===== src/rtl/uart_tx_stream.sv =====
// Byte-stream UART transmitter: a small FIFO in front of an 8N1 serializer.
// The input handshake is valid/ready, so bytes queue instead of dropping.
module uart_tx_stream #(
  parameter int CLKS_PER_BIT = 434,
  parameter int FIFO_DEPTH   = 16,
  parameter int CNT_W        = 16
) (
  input  logic                          clk,
  input  logic                          reset,
  input  logic                          s_valid,
  input  logic [7:0]                    s_data,
  output logic                          s_ready,
  output logic                          txd,
  output logic                          busy,
  output logic [$clog2(FIFO_DEPTH):0]   fifo_count
);

  localparam int AW = $clog2(FIFO_DEPTH);
  localparam logic [AW:0]      DEPTH_C = (AW+1)'(FIFO_DEPTH);
  localparam logic [CNT_W-1:0] LAST_C  = CNT_W'(CLKS_PER_BIT - 1);

  typedef enum logic [1:0] {IDLE, START, DATA, STOP} state_t;

  state_t           state_q, state_d;
  logic [CNT_W-1:0] cnt_q, cnt_d;
  logic [2:0]       bit_q, bit_d;
  logic [7:0]       shift_q, shift_d;
  logic             txd_q, txd_d;
  logic [AW-1:0]    wr_q, wr_d, rd_q, rd_d;
  logic [AW:0]      count_q, count_d;
  logic             ready_q, ready_d;
  logic             busy_q, busy_d;
  logic [7:0]       mem_q [FIFO_DEPTH];
  logic             push, pop, bit_end;

  always_comb begin
    push    = s_valid && ready_q;
    bit_end = (cnt_q == LAST_C);
    pop     = 1'b0;
    state_d = state_q;
    cnt_d   = cnt_q;
    bit_d   = bit_q;
    shift_d = shift_q;
    txd_d   = txd_q;

    case (state_q)
      IDLE: begin
        txd_d = 1'b1;
        if (count_q != '0) begin
          pop     = 1'b1;
          shift_d = mem_q[rd_q];
          cnt_d   = '0;
          txd_d   = 1'b0;
          state_d = START;
        end
      end
      START: begin
        if (bit_end) begin
          cnt_d   = '0;
          txd_d   = shift_q[0];
          bit_d   = '0;
          state_d = DATA;
        end else begin
          cnt_d = cnt_q + CNT_W'(1);
        end
      end
      DATA: begin
        if (bit_end) begin
          cnt_d = '0;
          if (bit_q == 3'd7) begin
            txd_d   = 1'b1;
            state_d = STOP;
          end else begin
            shift_d = {1'b0, shift_q[7:1]};
            txd_d   = shift_q[1];
            bit_d   = bit_q + 3'd1;
          end
        end else begin
          cnt_d = cnt_q + CNT_W'(1);
        end
      end
      STOP: begin
        if (bit_end) begin
          cnt_d = '0;
          // Chain straight into the next start bit so bursts have no idle gap.
          if (count_q != '0) begin
            pop     = 1'b1;
            shift_d = mem_q[rd_q];
            txd_d   = 1'b0;
            state_d = START;
          end else begin
            state_d = IDLE;
          end
        end else begin
          cnt_d = cnt_q + CNT_W'(1);
        end
      end
      default: state_d = IDLE;
    endcase

    wr_d = push ? wr_q + AW'(1) : wr_q;
    rd_d = pop  ? rd_q + AW'(1) : rd_q;
    case ({push, pop})
      2'b10:   count_d = count_q + (AW+1)'(1);
      2'b01:   count_d = count_q - (AW+1)'(1);
      default: count_d = count_q;
    endcase
    ready_d = (count_d != DEPTH_C);
    busy_d  = (state_d != IDLE) || (count_d != '0);
  end

  always_ff @(posedge clk or negedge reset) begin
    if (!reset) begin
      state_q <= IDLE;
      cnt_q   <= '0;
      bit_q   <= '0;
      shift_q <= '0;
      txd_q   <= 1'b1;
      wr_q    <= '0;
      rd_q    <= '0;
      count_q <= '0;
      ready_q <= 1'b1;
      busy_q  <= 1'b0;
    end else begin
      state_q <= state_d;
      cnt_q   <= cnt_d;
      bit_q   <= bit_d;
      shift_q <= shift_d;
      txd_q   <= txd_d;
      wr_q    <= wr_d;
      rd_q    <= rd_d;
      count_q <= count_d;
      ready_q <= ready_d;
      busy_q  <= busy_d;
    end
  end

  // Storage needs no reset; only the pointers and count define its contents.
  always_ff @(posedge clk) begin
    if (push) mem_q[wr_q] <= s_data;
  end

  assign s_ready    = ready_q;
  assign txd        = txd_q;
  assign busy       = busy_q;
  assign fifo_count = count_q;

endmodule

===== config.mk =====
export PLATFORM = sky130hd
export DESIGN_NAME = uart_tx_stream
export DESIGN_NICKNAME = d
export VERILOG_FILES = /design/src/rtl/uart_tx_stream.sv
export SDC_FILE = /design/constraint.sdc
export NUM_CORES = 1
export LEC_CHECK = 0
export BUFFER_PORTS_ARGS = -buffer_cell sky130_fd_sc_hd__buf_2
export CORE_MARGIN = 2
export CORE_UTILIZATION = 35
export CTS_BUF_LIST = sky130_fd_sc_hd__clkbuf_4
export CTS_CLUSTER_SIZE = 10
export DETAILED_ROUTE_END_ITERATION = 12
export PLACE_DENSITY = 0.53
export SLEW_MARGIN = 20
export SYNTH_ARGS = -nofsm -noshare
export SYNTH_HDL_FRONTEND = slang
export SYNTH_SLANG_ARGS = --single-unit

===== constraint.sdc =====
create_clock -name clk -period 4 [get_ports clk]
set_input_delay 0.6 -clock clk [delete_from_list [all_inputs] [get_ports clk]]
set_output_delay 0.6 -clock clk [all_outputs]
set_load 0.02 [all_outputs]

==> run_summary.xml <==
<?xml version="1.0" encoding="UTF-8"?>
<metrics>
  <group name="outcome">
    <metric name="run_status" unit="">finished clean</metric>
  </group>
  <group name="routing">
    <metric name="drt-pass1-iter-count" unit="">4</metric>
    <metric name="detail_route.iter0.violations" unit="">281</metric>
    <metric name="post_drt_wl_per_cell" unit="um">19.1</metric>
    <metric name="detail_route.drc_violations" unit="">0</metric>
    <metric name="postRouteAntennaNets" unit="">0</metric>
    <metric name="avgViaCountPerCell" unit="">5.27</metric>
    <metric name="vias" unit="">4300</metric>
    <metric name="drt-total-wl" unit="um">15600</metric>
  </group>
  <group name="clocking">
    <metric name="h-tree-depth" unit="">4</metric>
    <metric name="post-cts-setup-buffer-count" unit="">0</metric>
    <metric name="clockRootBuffer" unit="">clkbuf_4</metric>
    <metric name="tritoncts" unit="">built</metric>
    <metric name="clock_slew_seen_by_the_registers_of_the_worst_setup_and_hold_paths" unit="ns">0.18</metric>
    <metric name="postCtsResizedCells" unit="">0</metric>
    <metric name="clock_latency" unit="ns">0.58</metric>
    <metric name="cts_buffers" unit="">17</metric>
    <metric name="cts-hold-fix-buffers" unit="">0</metric>
    <metric name="cts_max_path_buffers" unit="">2</metric>
    <metric name="cts.sinks" unit="">173</metric>
  </group>
  <group name="floorplanning">
    <metric name="die_width" unit="um">152</metric>
    <metric name="chipHeight" unit="um">152</metric>
    <metric name="floorplan.core_area" unit="um^2">21700</metric>
    <metric name="floorplan.initialDensity" unit="%">35.3</metric>
    <metric name="floorplan.die_area" unit="um^2">23100</metric>
    <metric name="row_count" unit="">54</metric>
    <metric name="io_pins" unit="">19</metric>
  </group>
  <group name="logic_synthesis">
    <metric name="synth_largest_area_cell" unit="">edfxtp_1</metric>
    <metric name="postSynth.asyncResetShare" unit="%">26.0</metric>
    <metric name="syn-mean-instance-area" unit="um^2">15.3</metric>
    <metric name="postSynth.topFlopCell" unit="">edfxtp_1</metric>
    <metric name="synth-warning-count" unit="">0</metric>
    <metric name="syn_inst" unit="">502</metric>
    <metric name="synthDistinctLibCells" unit="">56</metric>
    <metric name="synth-edff-count" unit="">128</metric>
    <metric name="mappedNetlistArea" unit="um^2">7660</metric>
    <metric name="synth.ff_latch_count" unit="">173</metric>
    <metric name="synthDominantCellAreaShare" unit="%">50.1</metric>
    <metric name="synth.net_count" unit="">528</metric>
    <metric name="seq_area_frac_synth" unit="%">64.9</metric>
    <metric name="synth.area.top_cells" unit="">edfxtp_1 (50%), dfrtp_1 (14%), mux4_2 (12%), ha_1 (2.4%), nand2_1 (2.1%)</metric>
  </group>
  <group name="global_route">
    <metric name="grt_pass1_wl" unit="um">24800</metric>
    <metric name="grt_overflow_total" unit="">0</metric>
    <metric name="groute.usage.overall" unit="%">14.0</metric>
    <metric name="antenna_found_initial" unit="">1</metric>
    <metric name="grt_max_degree" unit="">46</metric>
    <metric name="first_global_vias" unit="">4264</metric>
  </group>
  <group name="power_and_ir_drop">
    <metric name="p_sw_share" unit="%">36.8</metric>
    <metric name="vdd_drop_max" unit="V">0.000280</metric>
    <metric name="p_leak" unit="nW">2.93</metric>
    <metric name="power.share.combinational" unit="%">33.2</metric>
    <metric name="power_density" unit="nW/um^2">634</metric>
    <metric name="p_int" unit="mW">3.34</metric>
    <metric name="power_frac_clock" unit="%">18.5</metric>
    <metric name="p_switching" unit="mW">1.95</metric>
    <metric name="power.share.sequential" unit="%">48.3</metric>
  </group>
  <group name="sta">
    <metric name="hold-worst-slack" unit="ns">0.00889</metric>
    <metric name="worst-slew-pin-transition" unit="ns">0.919</metric>
    <metric name="skew" unit="ns">0.0337</metric>
    <metric name="timing.fmax" unit="GHz">0.286</metric>
    <metric name="final.period_utilization" unit="%">87.3</metric>
    <metric name="finalSetupViolations" unit="">0</metric>
    <metric name="period_needed" unit="ns">3.49</metric>
    <metric name="final.setup.tns" unit="ns">0</metric>
    <metric name="final_critical_path_setup_slack" unit="ns">0.507</metric>
    <metric name="rsz0062_at_grt" unit="">no</metric>
    <metric name="final_max_slew_viol_count" unit="">0</metric>
    <metric name="relSlewSlack" unit="%">38.7</metric>
    <metric name="final_hold_violation_count" unit="">0</metric>
  </group>
  <group name="worst_setup_path">
    <metric name="endpoint_kind" unit="">register</metric>
    <metric name="timing.critical_path.fanout_max" unit="">10</metric>
    <metric name="type_of_the_setup_path_with_the_least_slack" unit="">reg2reg</metric>
    <metric name="crit_arrival" unit="ns">3.97</metric>
    <metric name="setup.worst_path.start_class" unit="">register</metric>
    <metric name="cp_data_required_time" unit="ns">4.48</metric>
  </group>
  <group name="place">
    <metric name="hpwl_after_detailed_placement" unit="um">10300</metric>
    <metric name="dpl_cell_area" unit="um^2">8060</metric>
    <metric name="placement.io_buffers" unit="">18</metric>
    <metric name="place.gp.congestion" unit="">0.853</metric>
    <metric name="detailedPlace.worstSlack" unit="ns">0.564</metric>
  </group>
  <group name="worst_hold_path">
    <metric name="min-delay-path-class" unit="">in2async</metric>
  </group>
  <group name="job">
    <metric name="drv_cap" unit="">0</metric>
  </group>
  <group name="cells_and_area">
    <metric name="final_common_cell" unit="">edfxtp_1</metric>
    <metric name="multi_input_comb_area" unit="um^2">2540</metric>
    <metric name="layout.area.seq" unit="um^2">4970</metric>
    <metric name="num-nets-final" unit="">548</metric>
    <metric name="stdcell_area" unit="um^2">8350</metric>
    <metric name="layout-area-overhead-vs-synth" unit="%">8.91</metric>
    <metric name="filler_cell_count" unit="">1986</metric>
    <metric name="layout.cells.most_common_list" unit="">edfxtp_1 (128), nand2_1 (42), dfrtp_1 (42)</metric>
    <metric name="drive_gt1_share" unit="%">20.9</metric>
  </group>
</metrics>
cells in the mapped netlist, drive strengths merged (4+ instances only):
cell type,number
and2,12
o21ai,30
mux2i,10
ha,15
xnor2,9
and3,11
nand4,5
nand2,42
inv,14
nor3,10
clkbuf,14
a21oi,23
buf,10
nor2,20
xor2,4
mux4,40
nand3,10
nor4,5
dfrtp,43
edfxtp,128
layer usage:
metal / GRT usage [%] / routed length (um) / vias up
met2: 22.4 / 7580 / 84
met5: 0 / 0 / -
met4: 4.76 / 177 / 0
met3: 2.65 / 492 / 11
li1: - / - / 1980
met1: 19.3 / 7310 / 2225
stage by stage:
step	utilization (%)	total power [mW]	cells
6_report	38.5	5.29	816
5_1_grt	38.5	5.61	816
4_1_cts	38.5	5.36	815
3_5_place_dp	37.2	4.39	783
3_3_place_gp	37.2	4.34	783
2_1_floorplan	-	3.84	502
power groups by stage:
stage               registers, mW  logic, mW  clock network (mW)
floorplan                    2.43       1.41                   0
global placement             2.59       1.75                   0
detailed placement           2.61       1.78                   0
CTS                          2.57       1.79                1.01
global route                 2.61       1.93                1.08
finish                       2.56       1.76               0.981
registers in the layout, summed over array words and instances (netlist names):
signal	count
s_ready	1
state_q	2
mem_q	128
busy	1
shift_q	8
rd_q	4
txd	1
bit_q	3
wr_q	4
fifo_count	5
cnt_q	16
path summary, 6_finish.rpt:
check	start	endpoint	slack, ns	depth (start not counted)
worst max-delay path	state_q[0]	busy	0.51	12
worst min-delay path	reset	shift_q[2]	0.009	1
worst max register to register	state_q[0]	busy	0.51	12
worst min register to register	txd	txd	0.52	2
max in group asynchronous	reset	rd_q[0]	3.52	1
min in group clk	s_valid	wr_q[2]	0.35	3
area by class of cell:
class	instances	area share, %
diodes	1	0.0300
clock buffers	17	1.53
clock inverters	15	1.84
inverters	14	0.629
multi-input cells	291	30.5
flip-flops and latches	173	59.6
well taps	280	4.20
repair buffers	25	1.74
kinds of logic after synthesis:
group	count (synthesis)	share of synthesized area [%]
flops	173	64.9
simple gates	134	9.45
compound gates	77	6.43
mux	52	13.4
buf+inv	38	1.96
fa+ha+maj	15	2.45
xor+xnor	13	1.49
worst max-delay path: stages (launching register included):
cell and delay (ns):
dfrtp_1 0.44, ha_1 0.29, nor4b_4 0.25, nand4_1 0.19
a211oi_1 0.30, buf_4 0.18, ha_1 0.33, a21oi_1 0.21
nor4_1 0.25, nor3_1 0.13, a211oi_2 0.24, o311ai_1 0.13
or4_1 0.47
Note: power is estimated with default switching activity, not from simulation.
